==> src/rtl/lifo_arbiter.sv <==
// Two-client round-robin sequencer in front of a 32-bit x 1024 LIFO.
// Ports: clk, rst (sync, active-high).
//   Client side: req/op/wdata in; gnt/err/rvalid/rdata/err_cnt out.
//   LIFO side: lifo_wr/lifo_rd/lifo_din out; lifo_dout/full/empty in.
module lifo_arbiter (
  input  logic        clk,
  input  logic        rst,
  input  logic        req0,
  input  logic        req1,
  input  logic        op0,
  input  logic        op1,
  input  logic [31:0] wdata0,
  input  logic [31:0] wdata1,
  output logic        gnt0,
  output logic        gnt1,
  output logic        err0,
  output logic        err1,
  output logic        rvalid0,
  output logic        rvalid1,
  output logic [31:0] rdata0,
  output logic [31:0] rdata1,
  output logic [7:0]  err_cnt0,
  output logic [7:0]  err_cnt1,
  output logic        lifo_wr,
  output logic        lifo_rd,
  output logic [31:0] lifo_din,
  input  logic [31:0] lifo_dout,
  input  logic        lifo_full,
  input  logic        lifo_empty
);

  typedef enum logic [1:0] {
    IDLE,
    PUSH,
    POP,
    CAPT
  } state_t;

  state_t           state_q, state_d;
  logic             last_q, last_d;
  logic             win_q, win_d;
  logic [1:0]       gnt_q, gnt_d;
  logic [1:0]       err_q, err_d;
  logic [1:0]       rvalid_q, rvalid_d;
  logic [1:0][31:0] rdata_q, rdata_d;
  logic [1:0][7:0]  cnt_q, cnt_d;
  logic             wr_q, wr_d;
  logic             rd_q, rd_d;
  logic [31:0]      din_q, din_d;

  logic [1:0]       req;
  logic [1:0]       op;
  logic [1:0][31:0] wdata;
  logic             sel;
  logic             refuse;

  assign req   = {req1, req0};
  assign op    = {op1, op0};
  assign wdata = {wdata1, wdata0};

  // On a tie the client not served last wins.
  assign sel    = (&req) ? ~last_q : req[1];
  assign refuse = op[sel] ? lifo_empty : lifo_full;

  always_comb begin
    state_d  = state_q;
    last_d   = last_q;
    win_d    = win_q;
    gnt_d    = '0;
    err_d    = '0;
    rvalid_d = '0;
    rdata_d  = rdata_q;
    cnt_d    = cnt_q;
    wr_d     = 1'b0;
    rd_d     = 1'b0;
    din_d    = din_q;
    unique case (state_q)
      IDLE: begin
        if (|req) begin
          win_d      = sel;
          last_d     = sel;
          gnt_d[sel] = 1'b1;
          if (refuse) begin
            // Refusal occupies the one-cycle slot with no strobe.
            err_d[sel] = 1'b1;
            if (cnt_q[sel] != 8'hff) begin
              cnt_d[sel] = cnt_q[sel] + 8'd1;
            end
            state_d = PUSH;
          end else if (op[sel]) begin
            rd_d    = 1'b1;
            state_d = POP;
          end else begin
            wr_d    = 1'b1;
            din_d   = wdata[sel];
            state_d = PUSH;
          end
        end
      end
      PUSH: state_d = IDLE;
      POP:  state_d = CAPT;
      CAPT: begin
        rdata_d[win_q]  = lifo_dout;
        rvalid_d[win_q] = 1'b1;
        state_d         = IDLE;
      end
      default: state_d = IDLE;
    endcase
  end

  always_ff @(posedge clk) begin
    if (rst) begin
      state_q  <= IDLE;
      last_q   <= 1'b1;
      win_q    <= 1'b0;
      gnt_q    <= '0;
      err_q    <= '0;
      rvalid_q <= '0;
      rdata_q  <= '0;
      cnt_q    <= '0;
      wr_q     <= 1'b0;
      rd_q     <= 1'b0;
      din_q    <= '0;
    end else begin
      state_q  <= state_d;
      last_q   <= last_d;
      win_q    <= win_d;
      gnt_q    <= gnt_d;
      err_q    <= err_d;
      rvalid_q <= rvalid_d;
      rdata_q  <= rdata_d;
      cnt_q    <= cnt_d;
      wr_q     <= wr_d;
      rd_q     <= rd_d;
      din_q    <= din_d;
    end
  end

  assign gnt0     = gnt_q[0];
  assign gnt1     = gnt_q[1];
  assign err0     = err_q[0];
  assign err1     = err_q[1];
  assign rvalid0  = rvalid_q[0];
  assign rvalid1  = rvalid_q[1];
  assign rdata0   = rdata_q[0];
  assign rdata1   = rdata_q[1];
  assign err_cnt0 = cnt_q[0];
  assign err_cnt1 = cnt_q[1];
  assign lifo_wr  = wr_q;
  assign lifo_rd  = rd_q;
  assign lifo_din = din_q;

endmodule

==> config.mk <==
export PLATFORM = sky130hd
export DESIGN_NAME = lifo_arbiter
export DESIGN_NICKNAME = d
export VERILOG_FILES = /design/src/rtl/lifo_arbiter.sv
export SDC_FILE = /design/constraint.sdc
export NUM_CORES = 1
export LEC_CHECK = 0
export CAP_MARGIN = 0
export CORE_MARGIN = 2
export CORE_UTILIZATION = 37
export CTS_CLUSTER_DIAMETER = 40
export DETAILED_ROUTE_END_ITERATION = 6
export MAX_ROUTING_LAYER = met4
export PLACE_DENSITY = 0.87
export SYNTH_ARGS = -nofsm -noshare
export SYNTH_HDL_FRONTEND = slang
export SYNTH_SLANG_ARGS = --single-unit
export TNS_END_PERCENT = 100
==> constraint.sdc <==
create_clock -name clk -period 2.6 [get_ports clk]
set_clock_uncertainty 0.1 [all_clocks]
set_input_delay 0.52 -clock clk [delete_from_list [all_inputs] [get_ports clk]]
set_output_delay 0.52 -clock clk [all_outputs]
set_load 0.01 [all_outputs]
==> run summary, run 1 <==
The worst-path maximum fanout came out at 64. The worst hold path depth works out to 3. In the post-synthesis netlist, the biggest area contributors are dfxtp_1 (51%), nand2_1 (11%), mux2i_1 (8.8%). The tools report the remaining antenna violation count after routing as 0. Counting the buffers created by CTS gives 17. Counting flops and latches in the post-synthesis netlist gives 124. The CTS clock-pin slew for the worst setup and hold paths was 50 ps; the floorplan row count was 41. Setup violations remaining at the end of the flow were counted as 0.

The tools report the final-stage net count as 904. The tools report the first-pass GRT wire length as 22800 um. The run finished with clean final reports. The number of hold buffers added after CTS was 0. The critical path depth in cells is 8, and the worst-margin pin slew is 746 ps.

The number of enable flip-flop cells after synthesis is 0, and the data arrival at the endpoint of the critical path is 2530 ps. The die covers 14100 um2. Distinct cell type count of the synthesized netlist: 38. Sequential elements use 50.9% of the synthesized area. For the via count of the first global-routing pass, the log shows 4701.

The analysis attributes to cell leakage a power of 2.95 nW. The signed area change from the synthesized netlist to the final layout is 64.2%, and the worst slew margin relative to its limit is 50.3%. Registers take 2480 um2. The largest vdd supply drop was 0.526 mV. Setup repair after global routing left no endpoint under its margin. The worst hold path belongs to the class in -> reg. The delay of the slowest critical-path stage works out to 480 ps.

Dividing the detail-routed wire length by the instance count gives 14.5 um. The finished layout holds 984 standard cells, fillers aside. For the worst-case setup margin in the final layout, the log shows 275 ps. For the overflow left after global routing, the log shows 0.

Summed over all instances, the cell type with the most area after synthesis is dfxtp_1. Kind of cell adding the most delay to the critical path: buffers and inverters. The cell area power density came out at 628 nW/um2. Counting both buffers and inverters, the worst setup path holds a total of 3. Diode insertion count for antenna repair: 0.

TritonCTS built the clock tree. In the routed layout, each cell is associated on average with a via count of 4.86. The first routing iteration left 278 violations. The cell at the root of the clock tree is clkbuf_16. The number of top-level pins is 224, and the footprint of the multi-input gates is 2230 um2.

The filler cell count was 1112; the mean instance size in the synthesized netlist was 8.58 um2. The share of the clock period used by the worst path came out at 89.4%. The worst setup path is of the in -> reg kind. The run gives 4870 um2 as the total standard cell area after synthesis. The post-route netlist has 9.24% of its cells at a drive strength greater than 1. Clock latency on the worst-skew pair, taken at its later pin, is 410 ps. The pre-CTS setup slack came out at -132 ps. Timing would allow up to 0.430 GHz.

Across the run, the number of max-cap violations was 0. The placer congestion estimate was 0.851; the die span in y was 119 um. The core area is 12700 um2, and the largest net degree at the start of global routing is 72.

Proportion of netlist area held by the largest area contributor: 50.9%. The clock passes through at most 2 buffers. Counting every net in the synthesized netlist gives 673. In the synthesized netlist the async set-or-reset flop fraction comes to 0%. The number of H-tree branching levels was 4; the initial antenna violation count was 0. In the synthesized netlist, the number of instances is 568. The floorplan step set the die width to 119 um. After routing, the total negative slack on setup checks comes to 0 ps. The run gives 0 as the quantity of gates resized following cts. On the critical path, the stage with the largest delay is an instance of clkdlybuf4s50_1. The worst endpoint required time is 2810 ps. The routed design has 14300 um of wire. In the synthesized netlist the dominant register cell turns out to be dfxtp_1. The clock period could shrink to 2320 ps. Traced cell by cell, the critical path runs through clkdlybuf4s50_1, a21bo_2, buf_4, mux2_4, nor3_4, buf_12, nor2_1, a211oi_1.

For this configuration, the core starts out at a cell density of 38.3%. The tools report the number of hold-slack violations in the final timing report as 0. The Yosys step of the flow raised 0 warnings.

The number of setup buffers added after CTS is 0. Input and output buffers added on the ports amount to 223. The number of cells traversed by the worst register-to-register path was 7; the post-DP HPWL was 10200 um. Including well taps, the total number of placed cells is 952. Global routing consumed, over all layers together, 20.9% of the routing resources.

The type of element capturing the critical path is a flip-flop. For the final count of pins violating max slew, the log shows 0. The routed layout has 4780 vias. For this design, the sink count on the clock tree is 124.

For this run, the detailed router's first-pass iteration total came to 4. The worst setup path is launched from a primary input. The final routed DRC violation total was 0.
## per-layer routing
metal	vias to the layer above	track usage, %	part of all wire, %
li1	2380	-	-
met1	2207	23.8	41
met2	164	35.0	50
met3	29	5.60	5.7
met4	0	8.18	2.6
met5	-	-	0
## final cells by class
cell class / instances / area share [%]
sequential: 124 / 31.0
timing repair buffer: 251 / 30.6
multi-input combinational: 401 / 27.8
clock buffer: 21 / 5.88
tap: 172 / 2.69
clock inverter: 11 / 1.77
inverter: 4 / 0.188
## final timing paths
check / slack (ps) / start / endpoint
hold reg to reg: 350 / rdata1[20] / rdata1[20]
setup reg to reg: 570 / last_q / lifo_din[17]
setup / recovery: 280 / req1 / lifo_din[17]
hold / removal: 340 / rst / last_q
## worst min-delay path: stages
cell and delay [ps]:
buf_4 90, inv_1 120, nand2_1 80
## state kept, by name, indices dropped and copies added (netlist names)
name and flops:
err_cnt0 8, err_cnt1 8, err_q 2, gnt_q 2, last_q 1, lifo_din 32, lifo_rd 1, lifo_wr 1
rdata0 32, rdata1 32, rvalid_q 2, state_q 2, win_q 1
## metrics by stage
stage                     area [um2]  hold slack (ps)  total power [mW]  util (%)
after floorplan                 4880              381              2.30         -
after global placement          7390              341              2.65      58.1
after detailed placement        7390              347              2.66      58.1
after CTS                       8010              329              5.08      62.9
after global routing            8010              372              5.23      62.9
final                           8010              344              5.03      62.9
## placed cells by master, fill, tap and decap left out, types with 2 or more instances in the layout
| cell type | count |
|---|---|
| clkbuf_8 | 3 |
| nor3b_1 | 2 |
| a31oi_4 | 2 |
| xor2_1 | 3 |
| and3_1 | 2 |
| nand3_1 | 8 |
| buf_4 | 28 |
| a31o_2 | 4 |
| nor3_1 | 6 |
| dfxtp_1 | 124 |
| nor2_1 | 58 |
| mux2_2 | 3 |
| clkbuf_16 | 17 |
| clkinvlp_4 | 3 |
| clkdlybuf4s50_1 | 222 |
| a21oi_1 | 68 |
| mux2i_1 | 43 |
| inv_1 | 4 |
| nand2_1 | 144 |
| clkinv_2 | 4 |
| xnor2_1 | 6 |
| bufinv_16 | 3 |
| nor4_1 | 2 |
| a211oi_1 | 33 |
## cell families after synthesis
logic type,count (synthesis),synth area share (%)
mux,47,9.83
fa+ha+maj,1,0.257
compound gates,114,14.7
simple gates,230,19.1
buf+inv,43,3.57
xor+xnor,9,1.62
flops,124,50.9
## where the power goes
| part | switching (mW) | internal [mW] | total [mW] |
|---|---|---|---|
| clock network | 0.836 | 1.58 | 2.41 |
| logic | 0.259 | 0.355 | 0.614 |
| registers | 0.0391 | 1.97 | 2.00 |
## synthesized netlist by cell type (2+ instances only)
| library cell | count |
|---|---|
| a31o_2 | 4 |
| xor2_1 | 3 |
| nor4_1 | 2 |
| and3_1 | 2 |
| inv_1 | 4 |
| xnor2_1 | 6 |
| mux2_2 | 3 |
| buf_2 | 4 |
| clkbuf_1 | 33 |
| a21oi_1 | 68 |
| nand2_1 | 144 |
| nor3_1 | 6 |
| nor3b_1 | 2 |
| mux2i_1 | 43 |
| nand3_1 | 8 |
| a211oi_1 | 33 |
| nor2_1 | 59 |
| dfxtp_1 | 124 |
No activity file was read; power rests on OpenSTA's default activity.
==> inputs of run 2 (changes only) <==
- CORE_MARGIN: 2 -> default
- RECOVER_POWER: default -> 25
==> run summary, run 2 (synthesized netlist as in run 1, its figures left out) <==
For this design the total switching power over the nets is 1.13 mW. Using the TritonRoute via totals, the vias-per-cell ratio works out to 4.90. For the clock network latency to the later pin of the worst-skew pair, the log shows 410 ps. The tools report the final count of pins violating max slew as 34. The footprint of the multi-input gates was 2230 um2; the number of vias after detailed routing was 4792. Static timing analysis puts the maximum clock frequency at 0.435 GHz. Setup repair after global routing left no endpoint under its margin.

The final reports fail on capacitance limit, slew limit. The die span in y was 117 um. The type of element capturing the critical path is a flip-flop. After the last flow step, the layout net total stands at 899.

Registers are responsible for 41.3% of the overall power. The placer congestion estimate was 0.909. The sequential cells in the finished layout cover a total of 2480 um2. The run gives 2510 ps as the data arrival at the endpoint of the critical path.

The floorplan row count was 41; the remaining antenna violation count after routing was 0. Before antenna repair, the detailed router went through 4 iterations. Buffers inserted to repair hold after CTS numbered 0. For the total CTS buffers, the log shows 17. Entering global routing, the biggest net connects 116 pins. The longest clock path from root to sink contains 2 buffers. The via count of the first global-routing pass is 4580, and the number of H-tree branching levels is 4. TritonCTS built the clock tree. The sort of element at the start of the critical path is a primary input. The cell internal power dissipation is 3.73 mW.

Global routing used 22.0% of the available tracks across all layers. The number of non-filler instances in the completed layout is 978. The wire-length estimate of the detail-placed layout is 9880 um. The filler cell count was 1086; the die outline area was 13600 um2.

In this run the tool buffered the top-level ports with 223 buffer cells. Leading cell type in the layout, fill and taps excluded: clkdlybuf4s50_1. The signed area change from the synthesized netlist to the final layout works out to 62.7%. In this run the clock root is driven by a clkbuf_16. Worst-margin pin slew: 1690 ps.

The proportion of power drawn by combinational gates is 12.6%, and the largest vdd supply drop is 0.420 mV. Pin placement for this block handled 224 I/O pins. Hold is met by 350 ps. STA puts the critical path data required time at 2810 ps. Counting tap cells, the placed design contains a total of 947 instances. The CTS clock-pin slew for the worst setup and hold paths works out to 50 ps.

The worst-path maximum fanout came out at 64. The first global-routing pass estimated 22200 um of wire. The initial antenna violation count came out at 0. The final critical-path required period was 2300 ps; the final routed DRC violation total was 0. The path category of the worst min-delay check is reg -> reg. The total wire length after detailed routing was 14200 um; the chip width was 117 um. The number of hold-slack violations in the final timing report came out at 0. The run finished, with violations left.

The initial cell density of the core was 38.3%; the fraction of power spent switching nets was 23.2%. In the layout the commonest cells are clkdlybuf4s50_1 (222), nand2_1 (144), dfxtp_1 (124). The run gives 12700 um2 as the core area.

The tools report the quantity of gates resized following cts as 0. For this design the ratio of total power to cell area is 613 nW/um2. The worst setup path is of the in -> reg kind. Buffers added to address setup during post-CTS repair amount to 0. The number of antenna diodes in the final layout is 0. For this run the aggregate overflow at the end of global routing stands at 0.

The proportion of layout cells with a drive suffix above 1 came out at 8.44%. In the final routed layout, each cell accounts on average for 14.5 um. Counting every sink on the clock net gives 124. The static leakage power is 2.90 nW. The worst slew margin relative to its limit came out at -13.0%. The final count of negative-setup-slack endpoints was 0; the share of the clock period used by the worst path was 88.5%. In this run, the clock network consumes 46.2% of the power. The number of maximum-capacitance constraint violations is 1.

The run gives 330 as the number of violations reported at the end of detailed-routing iteration 0.
run 2: changes by cell type in the layout (fill, tap and decap cells not counted), sizes merged:
| cell | delta |
|---|---|
| buf | -6 |
| clkinv | +3 |
| clkbuf | -2 |
| bufinv | -1 |
run 2: cell type report:
type	instances	share of cell area, %
Clock buffer	18	5.54
Tap cell	172	2.71
Timing Repair Buffer	246	30.6
Multi-Input combinational cell	401	28.1
Sequential cell	124	31.3
Clock inverter	13	1.59
Inverter	4	0.189
run 2: through the flow:
| stage | cell area [um2] | power, mW | util [%] | TNS (ps) | setup WS [ps] |
|---|---|---|---|---|---|
| 2_1_floorplan | 4880 | 2.30 | - | 0 | 32.3 |
| 3_3_place_gp | 7370 | 2.64 | 57.9 | -262 | -60.5 |
| 3_5_place_dp | 7370 | 2.65 | 57.9 | -1720 | -92.3 |
| 4_1_cts | 7940 | 4.91 | 62.4 | 0 | 317 |
| 5_1_grt | 7930 | 5.06 | 62.3 | 0 | 108 |
| 6_report | 7930 | 4.86 | 62.3 | 0 | 300 |
run 2: final timing paths:
path / start / endpoint / slack [ps] / depth (start not counted)
worst max-delay path: req1 / lifo_din[11] / 300 / 8
worst min-delay path: rdata0[8] / rdata0[8] / 350 / 2
worst max register to register: state_q[1] / rdata1[16] / 350 / 4
worst min register to register: rdata0[8] / rdata0[8] / 350 / 2
run 2: routing by layer:
| layer | vias to the layer above | share of wire (%) | track usage (%) |
|---|---|---|---|
| met2 | 161 | 51 | 37.4 |
| met1 | 2235 | 41 | 24.2 |
| li1 | 2373 | - | - |
| met3 | 23 | 6.1 | 6.90 |
| met5 | - | 0 | - |
| met4 | 0 | 1.9 | 8.35 |
run 2: power groups by stage:
| stage | Clock, mW | Sequential [mW] | Combinational (mW) |
|---|---|---|---|
| finish | 2.24 | 2.01 | 0.610 |
| global route | 2.39 | 2.01 | 0.658 |
| CTS | 2.29 | 2.01 | 0.614 |
| detailed placement | 0 | 2.04 | 0.609 |
| global placement | 0 | 2.04 | 0.600 |
| floorplan | 0 | 2.07 | 0.231 |
run 2: worst max-delay path: stages:
cell	delay [ps]
clkdlybuf4s50_1	480
a21bo_2	260
buf_4	150
mux2_4	310
nor3_4	150
buf_12	280
nor2_1	70
a211oi_1	250
==> inputs of run 3 (changes only) <==
- CORE_UTILIZATION: 37 -> 40
- PLACE_DENSITY: 0.87 -> 0.89
- clock period: 2.6 -> 2.15 ns (I/O delays scaled with it)
==> run summary, run 3 (synthesized netlist as in run 1, its figures left out) <==
The worst hold path terminates at err_cnt1[1]. Number of H-tree branching levels: 4. At the pin with the least slew margin, the transition time is 746 ps. Of the cells placed in the final design, the portion with a size suffix greater than 1 is 10.7%.

The congestion estimate from routability-driven global placement came to 0.851. The largest individual stage delay along the critical path comes from the cell clkdlybuf4s50_1. The clock network latency to the later pin of the worst-skew pair came out at 400 ps. The largest vdd supply drop was 0.427 mV. The cell area power density is 743 nW/um2. The worst hold path depth works out to 2. The tools report the worst slew margin relative to its limit as 50.3%. Overflow left after global routing: 0. The design draws 6.03 mW. The total routing resource utilization after global routing is 24.2%, and the number of cells traversed by the worst register-to-register path is 8.

The floorplan step defined a die boundary enclosing 12600 um2. The cell sitting at the root of the clock tree is a clkbuf_16. The tools report the sort of element at the start of the critical path as a primary input.

Entering global routing, the biggest net connects 48 pins. The share of the clock period used by the worst path was 95.2%; the core area was 11700 um2. After detailed routing, the number of vias per cell comes to 5.01. The tools report the initial cell density of the core as 41.8%. From bottom edge to top edge, the die measures 112 um. The run gives 0 as the diode insertion count for antenna repair. STA puts the critical path data arrival time at 2230 ps. The number of maximum-capacitance constraint violations came out at 0. The initial antenna violation count is 0, and the setup TNS is 0 ps. The worst register-to-register path begins at last_q. The run gives 0 as the final routed DRC violation total. For the number of hold-slack violations in the final timing report, the log shows 0. In the layout the commonest cells are clkdlybuf4s50_1 (220), nand2_1 (144), dfxtp_1 (123). The via count of the first global-routing pass is 4825, and the signed area change from the synthesized netlist to the final layout is 66.4%. The floorplan step set the die width to 112 um.

The run gives 130 ps as the register-to-register setup slack. The number of search-and-repair iterations in the first detailed-routing pass was 4; the final routed wire length divided by cell count was 14.8 um. The tree built by TritonCTS fans out to 124 sinks.

The final count of pins violating max slew is 0. Data on the critical path is required at its endpoint by 2330 ps. Hold is met by 275 ps. The reg-to-reg critical path endpoint was lifo_din[1]. For the buffer depth of the longest clock path, the log shows 2. The critical path contains buffers and inverters numbering 2 combined. The most critical setup path has its startpoint at lifo_full.

The flow ran to the end, and the final reports show no timing, DRC or antenna violations. Count of port buffers added during placement: 223. Traced cell by cell, the critical path runs through clkdlybuf4s50_1, buf_4, mux2_2, o2111ai_1, nor4_1, mux2i_1, nor2_1. Based on the critical path, the design can be clocked at up to 0.488 GHz.

After detailed routing, the total wire length is 14300 um. The delay of the slowest critical-path stage is 490 ps, and the static leakage power is 3.01 nW. Grouping stages by cell kind, the critical path spends the most delay in buffers and inverters.

The min-delay analysis places its worst path in the category in -> reg. Setup violations remaining at the end of the flow were counted as 0. TritonCTS built the clock tree. TritonCTS created 17 clock buffers.

Once detail routing completed, the nets flagged for antenna violations numbered 0. In this run the most critical hold path is launched from rst. Number of violations reported at the end of detailed-routing iteration 0: 416.

The final-stage net count was 914; the CTS clock-pin slew for the worst setup and hold paths was 60 ps. For the number of vias after detailed routing, the log shows 4839. The library cell used most frequently in the layout, excluding fill and tap cells, is clkdlybuf4s50_1. In this run the worst path has a maximum fanout of 3.

STA classifies the critical path endpoint as a flip-flop. For the number of top-level pins, the log shows 224. The class of the most critical setup path was in -> reg.

After clock tree synthesis, the flow added hold-fix buffers numbering 0. For the post-DP HPWL, the log shows 9930 um. The worst path in the final design needs a cycle of 2050 ps, including I/O delays and setup.

The first global-routing pass estimated 23500 um of wire. For the floorplan row count, the log shows 39. Setup repair after global routing left no endpoint under its margin.
==> run 3: cell types whose count changed in the layout (fill, tap and decap cells not counted), moves of 2 or more <==
| cell | before | now |
|---|---|---|
| buf_4 | 21 | 30 |
| clkdlybuf4s50_1 | 222 | 220 |
| clkinv_2 | 7 | 3 |
| dlygate4sd2_1 | 0 | 2 |
| clkinv_4 | 1 | 3 |
| inv_6 | 0 | 2 |
==> run 3: report_power, final <==
group | switching [mW] | leakage [nW] | internal [mW]
Sequential | 0.0479 | 1.00 | 2.38
Clock | 1.04 | 0.286 | 1.77
Combinational | 0.331 | 1.72 | 0.460
Total | 1.42 | 3.01 | 4.61
==> run 3: worst max path at each step <==
stage	to	slack, ps	cells past startpoint
2_1_floorplan	err_cnt0[6]	-160	10
3_3_place_gp	err_cnt0[6]	-430	7
3_5_place_dp	err_cnt0[6]	-520	7
4_1_cts	lifo_din[29]	50	8
5_1_grt	lifo_din[1]	6	8
6_report	err_cnt0[7]	100	7
==> run 3: timing repair <==
item | 4_1_cts | 5_1_grt
buffers inserted | 2 | 0
pin swaps | 1 | 1
setup endpoints to repair | 43 | 20
gates resized for setup | 6 | 1
gates cloned | 2 | 0
hold endpoints to repair | 0 | 0
==> run 3: per-stage QoR <==
step,area [um2],utilization [%],instances,setup WS [ps]
6_report,8110,69.5,965,103
3_5_place_dp,7420,63.6,929,-518
4_1_cts,8120,69.6,965,53.0
2_1_floorplan,4920,-,568,-161
3_3_place_gp,7420,63.6,929,-428
5_1_grt,8110,69.5,965,6.07
==> run 3: layout make-up <==
class | count | area, um2
Timing Repair Buffer | 261 | 2590
Inverter | 4 | 15.0
Clock buffer | 19 | 453
Clock inverter | 13 | 141
Multi-Input combinational cell | 401 | 2250
Sequential cell | 124 | 2480
Fill cell | 925 | 3550
Tap cell | 143 | 179
==> run 3: layer usage <==
metal	track usage (%)	up-vias	share of wire (%)	wire, um
li1	-	2411	-	-
met1	27.6	2251	44	6250
met2	41.5	161	50	7180
met3	5.94	16	4.4	629
met4	8.62	0	1.8	261
met5	-	-	0	0
